<file path="config.mk">
export PLATFORM = sky130hd
export DESIGN_NAME = nco_phase_acc
export DESIGN_NICKNAME = d
export VERILOG_FILES = /design/src/rtl/nco_phase_acc.sv
export SDC_FILE = /design/constraint.sdc
export NUM_CORES = 1
export LEC_CHECK = 0
export ABC_CLOCK_PERIOD_IN_PS = 4200
export CORE_MARGIN = 3
export CORE_UTILIZATION = 60
export CTS_CLUSTER_DIAMETER = 60
export DETAILED_ROUTE_END_ITERATION = 7
export PLACE_DENSITY_LB_ADDON = 0.1
export SLEW_MARGIN = 10
export SYNTH_ARGS = -nofsm -noshare
export SYNTH_HDL_FRONTEND = slang
export SYNTH_SLANG_ARGS = --single-unit
</file>
<file path="constraint.sdc">
create_clock -name clk -period 4.2 [get_ports clk]
set_input_delay 0.42 -clock clk [delete_from_list [all_inputs] [get_ports clk]]
set_output_delay 0.42 -clock clk [all_outputs]
set_load 0.03 [all_outputs]
</file>
<file path="src/rtl/nco_phase_acc.sv">
// Phase accumulator NCO with a load/busy tuning-word handshake and optional
// wrap-synchronous word update. Define NCO_DITHER_EN to add LFSR phase dither.
module nco_phase_acc #(
    parameter int               ACC_W          = 32,
    parameter int               PHASE_W        = 10,
    parameter bit               UPDATE_ON_WRAP = 1'b1,
    parameter logic [ACC_W-1:0] RESET_TW       = '0
) (
    input  logic               clk,
    input  logic               reset_n,
    input  logic               ce,
    input  logic               phase_clr,
    input  logic [ACC_W-1:0]   tw_in,
    input  logic               tw_load,
    output logic               tw_busy,
    output logic [ACC_W-1:0]   tw_active,
    output logic [PHASE_W-1:0] phase_out,
    output logic               sq_out,
    output logic               wrap
);

    typedef enum logic {
        IDLE,
        PENDING
    } state_t;

    state_t             state_q;
    logic [ACC_W-1:0]   acc_q, acc_d;
    logic [ACC_W-1:0]   tw_active_q;
    logic [ACC_W-1:0]   tw_pend_q;
    logic [PHASE_W-1:0] phase_q, phase_d;
    logic               sq_q, sq_d;
    logic               wrap_q, wrap_d;
    logic [ACC_W:0]     sum;
    logic               apply_now;

    assign sum = {1'b0, acc_q} + {1'b0, tw_active_q};

    // A phase clear is always a legal update point, even in wrap-synchronous mode.
    always_comb begin
        apply_now = 1'b0;
        if (state_q == PENDING) begin
            if (phase_clr)
                apply_now = 1'b1;
            else if (UPDATE_ON_WRAP)
                apply_now = ce & sum[ACC_W];
            else
                apply_now = 1'b1;
        end
    end

    always_comb begin
        acc_d  = acc_q;
        wrap_d = 1'b0;
        if (phase_clr) begin
            acc_d = '0;
        end else if (ce) begin
            acc_d  = sum[ACC_W-1:0];
            wrap_d = sum[ACC_W];
        end
    end

`ifdef NCO_DITHER_EN
    localparam int         DITH_W    = (ACC_W - PHASE_W > 16) ? 16 : (ACC_W - PHASE_W);
    localparam logic [15:0] DITH_MASK = 16'hFFFF >> (16 - DITH_W);

    logic [15:0]      lfsr_q, lfsr_d;
    logic [ACC_W-1:0] dith_sum;

    always_comb begin
        lfsr_d = lfsr_q;
        if (ce)
            lfsr_d = {1'b0, lfsr_q[15:1]} ^ (lfsr_q[0] ? 16'hB400 : 16'h0000);
    end

    assign dith_sum = acc_q + ACC_W'(lfsr_q & DITH_MASK);

    always_ff @(posedge clk or negedge reset_n) begin
        if (!reset_n)
            lfsr_q <= 16'hACE1;
        else
            lfsr_q <= lfsr_d;
    end

    always_comb begin
        phase_d = dith_sum[ACC_W-1 -: PHASE_W];
        sq_d    = acc_q[ACC_W-1];
    end
`else
    always_comb begin
        phase_d = acc_q[ACC_W-1 -: PHASE_W];
        sq_d    = acc_q[ACC_W-1];
    end
`endif

    always_ff @(posedge clk or negedge reset_n) begin
        if (!reset_n) begin
            acc_q   <= '0;
            phase_q <= '0;
            sq_q    <= 1'b0;
            wrap_q  <= 1'b0;
        end else begin
            acc_q   <= acc_d;
            phase_q <= phase_d;
            sq_q    <= sq_d;
            wrap_q  <= wrap_d;
        end
    end

    // A load arriving on the apply edge becomes the next pending word.
    always_ff @(posedge clk or negedge reset_n) begin
        if (!reset_n) begin
            state_q     <= IDLE;
            tw_active_q <= RESET_TW;
            tw_pend_q   <= '0;
        end else begin
            case (state_q)
                IDLE: begin
                    if (tw_load) begin
                        tw_pend_q <= tw_in;
                        state_q   <= PENDING;
                    end
                end
                PENDING: begin
                    if (apply_now)
                        tw_active_q <= tw_pend_q;
                    if (tw_load)
                        tw_pend_q <= tw_in;
                    else if (apply_now)
                        state_q <= IDLE;
                end
                default: state_q <= IDLE;
            endcase
        end
    end

    assign tw_busy   = (state_q == PENDING);
    assign tw_active = tw_active_q;
    assign phase_out = phase_q;
    assign sq_out    = sq_q;
    assign wrap      = wrap_q;

endmodule

</file>
==> results of run 1 <==
[metrics by stage]
step	hold WS (ps)	worst slack, ps	instances
after global routing	299	987	746
after floorplan	124	1390	536
after CTS	252	1220	746
after detailed placement	392	1270	730
after global placement	392	1280	730
final	217	1210	746
[flip-flops by register name, summed over array words and instances, names as in the netlist]
signal and cells:
tw_pend_q 32, wrap 1, tw_active 32, acc_q 32, tw_busy 1, phase_out 10
[worst max-delay path, stage by stage, from the launching register on]
cell       delay [ps]
dfrtp_1           380
ha_1              200
inv_1              70
fa_1              420
nor2b_1           190
o2111ai_1         190
a31oi_2           320
o211ai_1          150
a2111oi_0         570
o21ai_0           160
a32o_1            260
[power by group through the flow]
| stage | clock, W | sequential [W] | combinational (W) |
|---|---|---|---|
| after floorplan | 0 | 0.00200 | 0.00208 |
| after CTS | 0.000662 | 0.00166 | 0.00344 |
| after global placement | 0 | 0.00166 | 0.00333 |
| after global routing | 0.000697 | 0.00171 | 0.00375 |
| final | 0.000646 | 0.00166 | 0.00346 |
| after detailed placement | 0 | 0.00168 | 0.00340 |
[per-layer routing]
| metal | share of wire (%) | wire length, um |
|---|---|---|
| met3 | 5.5 | 762 |
| met4 | 1.8 | 247 |
| met1 | 45 | 6220 |
| met5 | 0 | 0 |
| met2 | 48 | 6680 |
[synthesized netlist by cell type (all sizes together), types with 13 or more instances]
cell | number | area [um^2]
dfrtp | 108 | 2700
mux2 | 64 | 833
nor2 | 42 | 160
nand2 | 38 | 143
a21oi | 32 | 164
ha | 32 | 400
o21ai | 27 | 139
clkbuf | 17 | 63.8
a21o | 15 | 113
xnor2 | 13 | 114
[cells by family after synthesis]
| group | Yosys count | synth area share [%] |
|---|---|---|
| muxes | 76 | 16.0 |
| adders and majority gates | 33 | 7.08 |
| xor gates and xnor gates | 18 | 2.65 |
| AOI/OAI and AO/OA | 126 | 14.8 |
| buffers and inverters | 36 | 2.78 |
| DFF | 108 | 45.5 |
| and+or+nand+nor | 139 | 11.1 |
[how the worst max path moves through the flow]
stage / start / endpoint / slack, ps / depth (start not counted)
2_1_floorplan: tw_active[0] / tw_active[10] / 1390 / 11
3_3_place_gp: tw_active[12] / tw_active[0] / 1280 / 9
4_1_cts: tw_active[0] / tw_active[2] / 1220 / 11
6_report: tw_active[0] / acc_q[30] / 1210 / 10
5_1_grt: tw_active[0] / acc_q[30] / 990 / 10
3_5_place_dp: tw_active[0] / acc_q[30] / 1270 / 10
[layout make-up]
cell class              instances  area share, %
multi-input cells             392           43.6
flip-flops and latches        108           38.3
repair buffers                 89           12.3
well taps                     129           2.29
clock buffers                  10           1.81
clock inverters                 6          0.994
inverters                      12          0.639
==> impl_metrics.toml, run 1 <==
[sta]
grt_setup_unrepaired = "false"
timing.final.hold_violations = 0
skew_ps = 12.9
max_slew_headroom_pct = 31.7
tightest_pin_transition_ps = 1020
setup_viol_count_final = 0
drv_slew = 0
layout_worst_path_cycle_share_pct = 71.3
setup_total_negative_slack_ps = 0
final.min_clock_period_ps = 2990
fmax_mhz = 334

[global_routing]
grt_util_met3_pct = 5.14
met1_usage_pct = 34.4
pin_count_of_the_biggest_net_entering_global_routing = 86
grt_antenna_before_repair = 0
global_route.peak_usage_layer = "met2"
globalRouteMet2Util_pct = 43.0
groute.usage.overall_pct = 25.8
grt_overflow_total = 0
first_global_vias = 4594
grt_first_pass_wirelength_mm = 23.0

[min_path]
worstHoldPathType = "input port to asynchronous set/reset pin"

[synth]
post_synth_inst_count = 536
yosys.cell_types.count = 61
synth-seq-area-share_pct = 45.5
avgSynthCellArea_um2 = 11.1
postSynthNetCount = 606
synth.yosys.warnings = 0
synth-edff-count = 0
ys_dominant_reg_cell = "dfrtp_1"
netlist_area_um2 = 5940
flops_latches_synth = 108
async_flop_share_pct = 100

[place]
globalplace.congestion = 0.912
buffer_ports.inserted = 81
placedInstanceArea_um2 = 6850
dp.final_hpwl_mm = 9.95

[die]
core_um2 = 9420
floorplan.die_area_um2 = 11100
placementRows = 35
ioPinCount = 82
die-height_um = 106
die_width_um = 106
initial_core_util_pct = 63.1

[setup_path]
crit-reg2reg-capture = "acc_q[30]"
worst_r2r_path_cells = 10
worst-r2r-setup-slack_ps = 1210
crit_path_category = "register to register"
r2r-start = "tw_active[0]"
critical_path.endpoint_type = "register"
critPathLaunchType = "register"
worst-endpoint-required_ps = 4480
cp.arrival_ps = 3270
timing.critical_path.fanout_max = 3

[clock_network]
clock_insertion_delay_worst_skew_ps = 380
cts_buffers = 9
clockRootBuffer = "clkbuf_8"
cts_repair_resize_count = 0
clock_path_buffers = 2
postCtsSetupRepairBufs = 0
cts.htree.levels = 3
cts_num_sinks = 108
clock_transition_at_the_registers_of_the_reported_paths_ps = 110
cts_hold_repair.buffers = 0
tritoncts = "built"

[route]
initial_drt_pass_iterations = 5
route.detailed.wl_per_inst_um = 18.6
drt-initial-drc-count = 202
num_vias = 4490
drc = 0
totalWireLength_mm = 13.9
via_per_inst = 6.02
final_antenna_net_count = 0

[power]
static-leakage-power_nw = 3.24
power_density_relative_to_cell_area_nw_per_um2 = 818
power.sequential.fraction_pct = 28.8
p_switching_w = 0.00259
power.share.switching_pct = 44.9
share_clk_of_total_power_pct = 11.2
comb_power_share_pct = 60.0
internal_power_w = 0.00317
power.ir.vdd_worst_mv = 0.479
power.total_w = 0.00576

[finish]
finalNetCount = 682
final_core_utilization_pct = 74.9
layout.cells.most_common = "dfrtp_1"
num_antenna_cells = 0
final_layout_size_suffix_gt1_share_pct = 15.9
layout.area.seq_um2 = 2700
area_of_combinational_cells_with_multiple_inputs_um2 = 3070
fin_area_um2 = 7050
fillers = 651
final_cell_mix = "dfrtp_1, clkdlybuf4s50_1, nor2_1, nand2_1, mux2_2"
synthToLayoutAreaGrowth_pct = 18.6

[flow_run]
cap_viol_max_count = 0

[outcome]
status = "completed"
(Power assumes the default switching activity.)
==> inputs of run 2 (changes only) <==
--- a/config.mk
+++ b/config.mk
@@ -5,9 +5,9 @@
 export SDC_FILE = /design/constraint.sdc
 export NUM_CORES = 1
 export LEC_CHECK = 0
-export ABC_CLOCK_PERIOD_IN_PS = 4200
+export ABC_CLOCK_PERIOD_IN_PS = 2800
 export CORE_MARGIN = 3
-export CORE_UTILIZATION = 60
+export CORE_UTILIZATION = 55
 export CTS_CLUSTER_DIAMETER = 60
 export DETAILED_ROUTE_END_ITERATION = 7
 export PLACE_DENSITY_LB_ADDON = 0.1
==> constraint.sdc (replaced) <==
create_clock -name clk -period 2.8 [get_ports clk]
set_input_delay 0.28 -clock clk [delete_from_list [all_inputs] [get_ports clk]]
set_output_delay 0.28 -clock clk [all_outputs]
set_load 0.03 [all_outputs]
==> impl_metrics.toml, run 2 (synthesis gave the netlist of run 1 again) <==
[sta]
final.min_clock_period_ps = 2680
grt_setup_unrepaired = "true"
drv_slew = 0
setup_total_negative_slack_ps = 0
tightest_pin_transition_ps = 484
timing.final.hold_violations = 0
fmax_mhz = 373
max_slew_headroom_pct = 67.7
setup_viol_count_final = 0
layout_worst_path_cycle_share_pct = 95.8
skew_ps = 11.4
fin_ws_ps = 118

[power]
power.sequential.fraction_pct = 28.1
static-leakage-power_nw = 3.37
share_clk_of_total_power_pct = 10.0
internal_power_w = 0.00492
power.share.switching_pct = 44.4
p_switching_w = 0.00393
comb_power_share_pct = 61.9
power.ir.vdd_worst_mv = 0.673
power_density_relative_to_cell_area_nw_per_um2 = 1200

[setup_path]
critical_path.endpoint_type = "register"
worst_r2r_path_cells = 12
critPathLaunchType = "register"
worst-endpoint-required_ps = 3080
worst-r2r-setup-slack_ps = 120
cp.arrival_ps = 2960
crit_path_category = "register to register"
timing.critical_path.slowest_cell_delay_ps = 390
timing.critical_path.fanout_max = 5
crit-reg2reg-capture = "tw_active[22]"
cpMaxStageDelayCell = "dfrtp_2"
r2r-start = "tw_active[0]"
path_cells = "ha_1 -> inv_1 -> fa_2 -> nor2b_4 -> o2111ai_4 -> a31oi_4 -> nor2_2 -> a21oi_2 -> a41oi_4 -> buf_12 -> clkbuf_16 -> mux2_4"
critical_path.top_delay_family = "compound AO/OA/AOI/OAI gates"
timing.critical_path.buf_inv = 3

[route]
num_vias = 4560
via_per_inst = 5.88
initial_drt_pass_iterations = 4
drc = 0
final_antenna_net_count = 0
route.detailed.wl_per_inst_um = 17.8
totalWireLength_mm = 13.8
drt-initial-drc-count = 269

[finish]
post_layout_nonfiller_instances = 776
area_of_combinational_cells_with_multiple_inputs_um2 = 3120
finalNetCount = 705
num_antenna_cells = 0
final_layout_size_suffix_gt1_share_pct = 19.8
fin_area_um2 = 7350
layout.cells.most_common = "dfrtp_1"
synthToLayoutAreaGrowth_pct = 23.8
layout.area.seq_um2 = 2700
fillers = 786
final_cell_mix = "dfrtp_1, clkdlybuf4s50_1, nor2_1, nand2_1, mux2_2"

[min_path]
worstHoldPathType = "input port to asynchronous set/reset pin"

[place]
globalplace.congestion = 0.935
buffer_ports.inserted = 81
dp.final_hpwl_mm = 9.66
placedInstanceArea_um2 = 7020
place.detailed.instances = 753
dpl_worst_slack_ps = 22.1

[die]
die-height_um = 110
floorplan.die_area_um2 = 12100
initial_core_util_pct = 57.0
ioPinCount = 82
die_width_um = 110
core_um2 = 10400
placementRows = 37

[clock_network]
clock_insertion_delay_worst_skew_ps = 400
clock_path_buffers = 2
clockRootBuffer = "clkbuf_8"
clock_transition_at_the_registers_of_the_reported_paths_ps = 100
cts.htree.levels = 3
cts_buffers = 9
cts_num_sinks = 108
tritoncts = "built"

[global_routing]
pin_count_of_the_biggest_net_entering_global_routing = 54
grt_first_pass_wirelength_mm = 22.1
grt_overflow_total = 0
groute.usage.overall_pct = 23.8
grt_antenna_before_repair = 0
first_global_vias = 4446

[flow_run]
cap_viol_max_count = 0

[outcome]
status = "completed"
## run 2: changes by cell type in the layout (fill, tap and decap cells not counted), moves of 2 or more
cell | before | now
clkinvlp_4 | 0 | 2
buf_12 | 0 | 4
inv_6 | 3 | 0
clkbuf_16 | 0 | 2
buf_4 | 9 | 24
## run 2: power groups by stage
stage          clock network (W)  registers (W)  logic (W)
6_report                0.000887        0.00249    0.00548
5_1_grt                 0.000984        0.00256    0.00599
4_1_cts                 0.000914        0.00250    0.00527
3_5_place_dp                   0        0.00252    0.00523
3_3_place_gp                   0        0.00249    0.00517
2_1_floorplan                  0        0.00299    0.00313
## run 2: layer usage
metal	share of wire, %	GRT usage, %	wire, um
met1	47	33.9	6440
met2	45	35.2	6220
met5	0	0	0
met4	2.5	9.62	340
met3	5.9	5.17	810
## run 2: cell type report
class	count	area share, %
Timing Repair Buffer	112	15.4
Multi-Input combinational cell	392	42.5
Sequential cell	108	36.8
Clock buffer	11	1.92
Tap cell	136	2.31
Inverter	12	0.613
Clock inverter	5	0.511
## run 2: worst max path at each step
stage / from / end / slack [ps] / cells after the start
finish: tw_active[0] / tw_active[22] / 120 / 12
global route: tw_active[19] / tw_active[18] / -30 / 10
CTS: tw_active[0] / acc_q[30] / 30 / 10
floorplan: tw_active[1] / tw_active[10] / 60 / 10
detailed placement: tw_active[0] / acc_q[30] / 20 / 10
global placement: tw_active[0] / acc_q[30] / 110 / 10
## run 2: repair_timing
| item | in CTS | in global routing |
|---|---|---|
| buffers inserted | 0 | 3 |
| pin swaps | 0 | 4 |
| hold buffers | 1 | 0 |
| gates cloned | 0 | 3 |
| setup endpoints to repair | 1 | 34 |
| gates resized for setup | 1 | 10 |
| hold endpoints to repair | 26 | 0 |
## run 2: metrics by stage
stage	hold slack [ps]	power, W	utilization (%)
6_report	346	0.00886	70.6
5_1_grt	346	0.00953	70.6
4_1_cts	347	0.00868	69.2
3_5_place_dp	237	0.00775	67.4
3_3_place_gp	228	0.00766	67.4
2_1_floorplan	-15.6	0.00612	-
## run 2: worst reg2reg max path, stage by stage (launching register included)
cell and delay (ps):
dfrtp_2 390, ha_1 160, inv_1 60, fa_2 370, nor2b_4 160, o2111ai_4 150
a31oi_4 230, nor2_2 70, a21oi_2 210, a41oi_4 140, buf_12 170, clkbuf_16 170
mux2_4 290
==> inputs of run 3 (changes only) <==
--- a/config.mk
+++ b/config.mk
@@ -11,6 +11,7 @@
 export CTS_CLUSTER_DIAMETER = 60
 export DETAILED_ROUTE_END_ITERATION = 7
 export PLACE_DENSITY_LB_ADDON = 0.1
+export RECOVER_POWER = 25
 export SLEW_MARGIN = 10
 export SYNTH_ARGS = -nofsm -noshare
 export SYNTH_HDL_FRONTEND = slang
==> constraint.sdc (replaced) <==
create_clock -name clk -period 2.8 [get_ports clk]
set_input_delay 0.28 -clock clk [delete_from_list [all_inputs] [get_ports clk]]
set_output_delay 0.28 -clock clk [all_outputs]
set_load 0.01 [all_outputs]
==> impl_metrics.toml, run 3 (synthesis gave the netlist of run 1 again) <==
[sta]
timing.final.hold_violations = 0
fmax_mhz = 370
fin_ws_ps = 99.9
grt_setup_unrepaired = "true"
layout_worst_path_cycle_share_pct = 96.4
skew_ps = 12.1
max_slew_headroom_pct = -33.5
setup_total_negative_slack_ps = 0
setup_viol_count_final = 0
final.min_clock_period_ps = 2700
tightest_pin_transition_ps = 2000
drv_slew = 34

[min_path]
worstHoldPathType = "register to register"
hold_path_startpoint = "acc_q[26]"

[global_routing]
grt_overflow_total = 0
pin_count_of_the_biggest_net_entering_global_routing = 62
groute.usage.overall_pct = 24.4
grt_antenna_before_repair = 0
first_global_vias = 4461
grt_first_pass_wirelength_mm = 22.7

[clock_network]
cts_buffers = 9
clock_insertion_delay_worst_skew_ps = 390
cts_num_sinks = 108
cts.htree.levels = 3
clock_path_buffers = 2
tritoncts = "built"
clockRootBuffer = "clkbuf_8"
clock_transition_at_the_registers_of_the_reported_paths_ps = 100

[route]
via_per_inst = 5.80
final_antenna_net_count = 0
initial_drt_pass_iterations = 5
num_vias = 4507
drc = 0
route.detailed.wl_per_inst_um = 18.1
totalWireLength_mm = 14.1
drt-initial-drc-count = 244

[die]
die-height_um = 110
initial_core_util_pct = 57.0
floorplan.die_area_um2 = 12100
core_um2 = 10400
die_width_um = 110
placementRows = 37
ioPinCount = 82

[place]
dpl_worst_slack_ps = -31.3
place.detailed.instances = 754
globalplace.congestion = 0.949
dp.final_hpwl_mm = 10.0
placedInstanceArea_um2 = 7020
buffer_ports.inserted = 81

[finish]
fin_area_um2 = 7400
layout.cells.most_common = "dfrtp_1"
area_of_combinational_cells_with_multiple_inputs_um2 = 3160
synthToLayoutAreaGrowth_pct = 24.5
finalNetCount = 706
post_layout_nonfiller_instances = 777
final_cell_mix = "dfrtp_1, clkdlybuf4s50_1, nor2_1, nand2_1, mux2_2"
final_layout_size_suffix_gt1_share_pct = 20.7
layout.area.seq_um2 = 2700
num_antenna_cells = 0
fillers = 771

[setup_path]
cpMaxStageDelayCell = "dfrtp_1"
timing.critical_path.buf_inv = 3
path_cells = "ha_2 -> inv_1 -> fa_2 -> nor2b_4 -> o2111ai_4 -> a31oi_2 -> nor2_2 -> a21oi_2 -> a41oi_4 -> buf_4 -> buf_12 -> mux2_4"
timing.critical_path.slowest_cell_delay_ps = 380
critPathLaunchType = "register"
critical_path.endpoint_type = "register"
timing.critical_path.fanout_max = 13
crit_path_category = "register to register"
crit_start = "acc_q[0]"
critical_path.top_delay_family = "compound AO/OA/AOI/OAI gates"
cp.arrival_ps = 2980
worst-endpoint-required_ps = 3080
r2r-start = "acc_q[0]"

[outcome]
status = "finished with violations"
failed_checks = "capacitance limit, slew limit"

[flow_run]
cap_viol_max_count = 1

[power]
static-leakage-power_nw = 3.38
power.total_w = 0.00863
power.ir.vdd_worst_mv = 0.785
power_density_relative_to_cell_area_nw_per_um2 = 1170
==> run 3: changes by cell type in the layout (fill, tap and decap cells not counted), sizes merged <==
cell           previous run  this run
clkinvlp                  2         1
bufinv                    0         1
dlygate4sd3               1         2
bufbuf                    0         1
clkdlybuf4s50            80        79
==> run 3: final timing paths <==
check / endpoint / slack (ps) / cells past startpoint
min in group asynchronous: phase_out[2] / 660 / 2
worst min-delay path: phase_out[4] / 420 / 0
worst min register to register: phase_out[4] / 420 / 0
worst max register to register: tw_active[11] / 100 / 12
max in group asynchronous: tw_active[5] / 1240 / 3
worst max-delay path: tw_active[11] / 100 / 12
==> run 3: layout make-up <==
| cell class | instances | area share, % |
|---|---|---|
| Multi-Input combinational cell | 392 | 42.7 |
| Sequential cell | 108 | 36.5 |
| Timing Repair Buffer | 113 | 15.0 |
| Tap cell | 136 | 2.30 |
| Clock buffer | 11 | 2.05 |
| Clock inverter | 5 | 0.812 |
| Inverter | 12 | 0.609 |
==> run 3: what timing repair did <==
action                                  CTS  global route
pin swaps                                 3             3
endpoints found under the setup margin   30            34
hold buffers                              1             0
resized for setup                         6            10
setup buffers                             5             0
endpoints found under the hold margin    47             0
gates cloned                              1             0
==> run 3: metrics by stage <==
step / hold WS [ps] / util [%]
floorplan: -15.6 / -
global placement: 320 / 67.4
detailed placement: 332 / 67.4
CTS: 428 / 70.4
global route: 439 / 71.0
finish: 421 / 71.0
==> run 3: report_power, final <==
group          switching, W  internal (W)  leakage [nW]  total [W]
registers          0.000430       0.00208          1.33    0.00251
clock network      0.000537      0.000464         0.106    0.00100
logic               0.00255       0.00256          1.95    0.00511
total               0.00352       0.00511          3.38    0.00863
==> run 3: routing by layer <==
layer | wire [um] | track usage (%) | vias up
met5 | 0 | 0 | -
met4 | 217 | 7.03 | 0
met3 | 817 | 5.34 | 16
met2 | 6580 | 37.9 | 134
met1 | 6480 | 34.4 | 2209
li1 | - | - | 2148
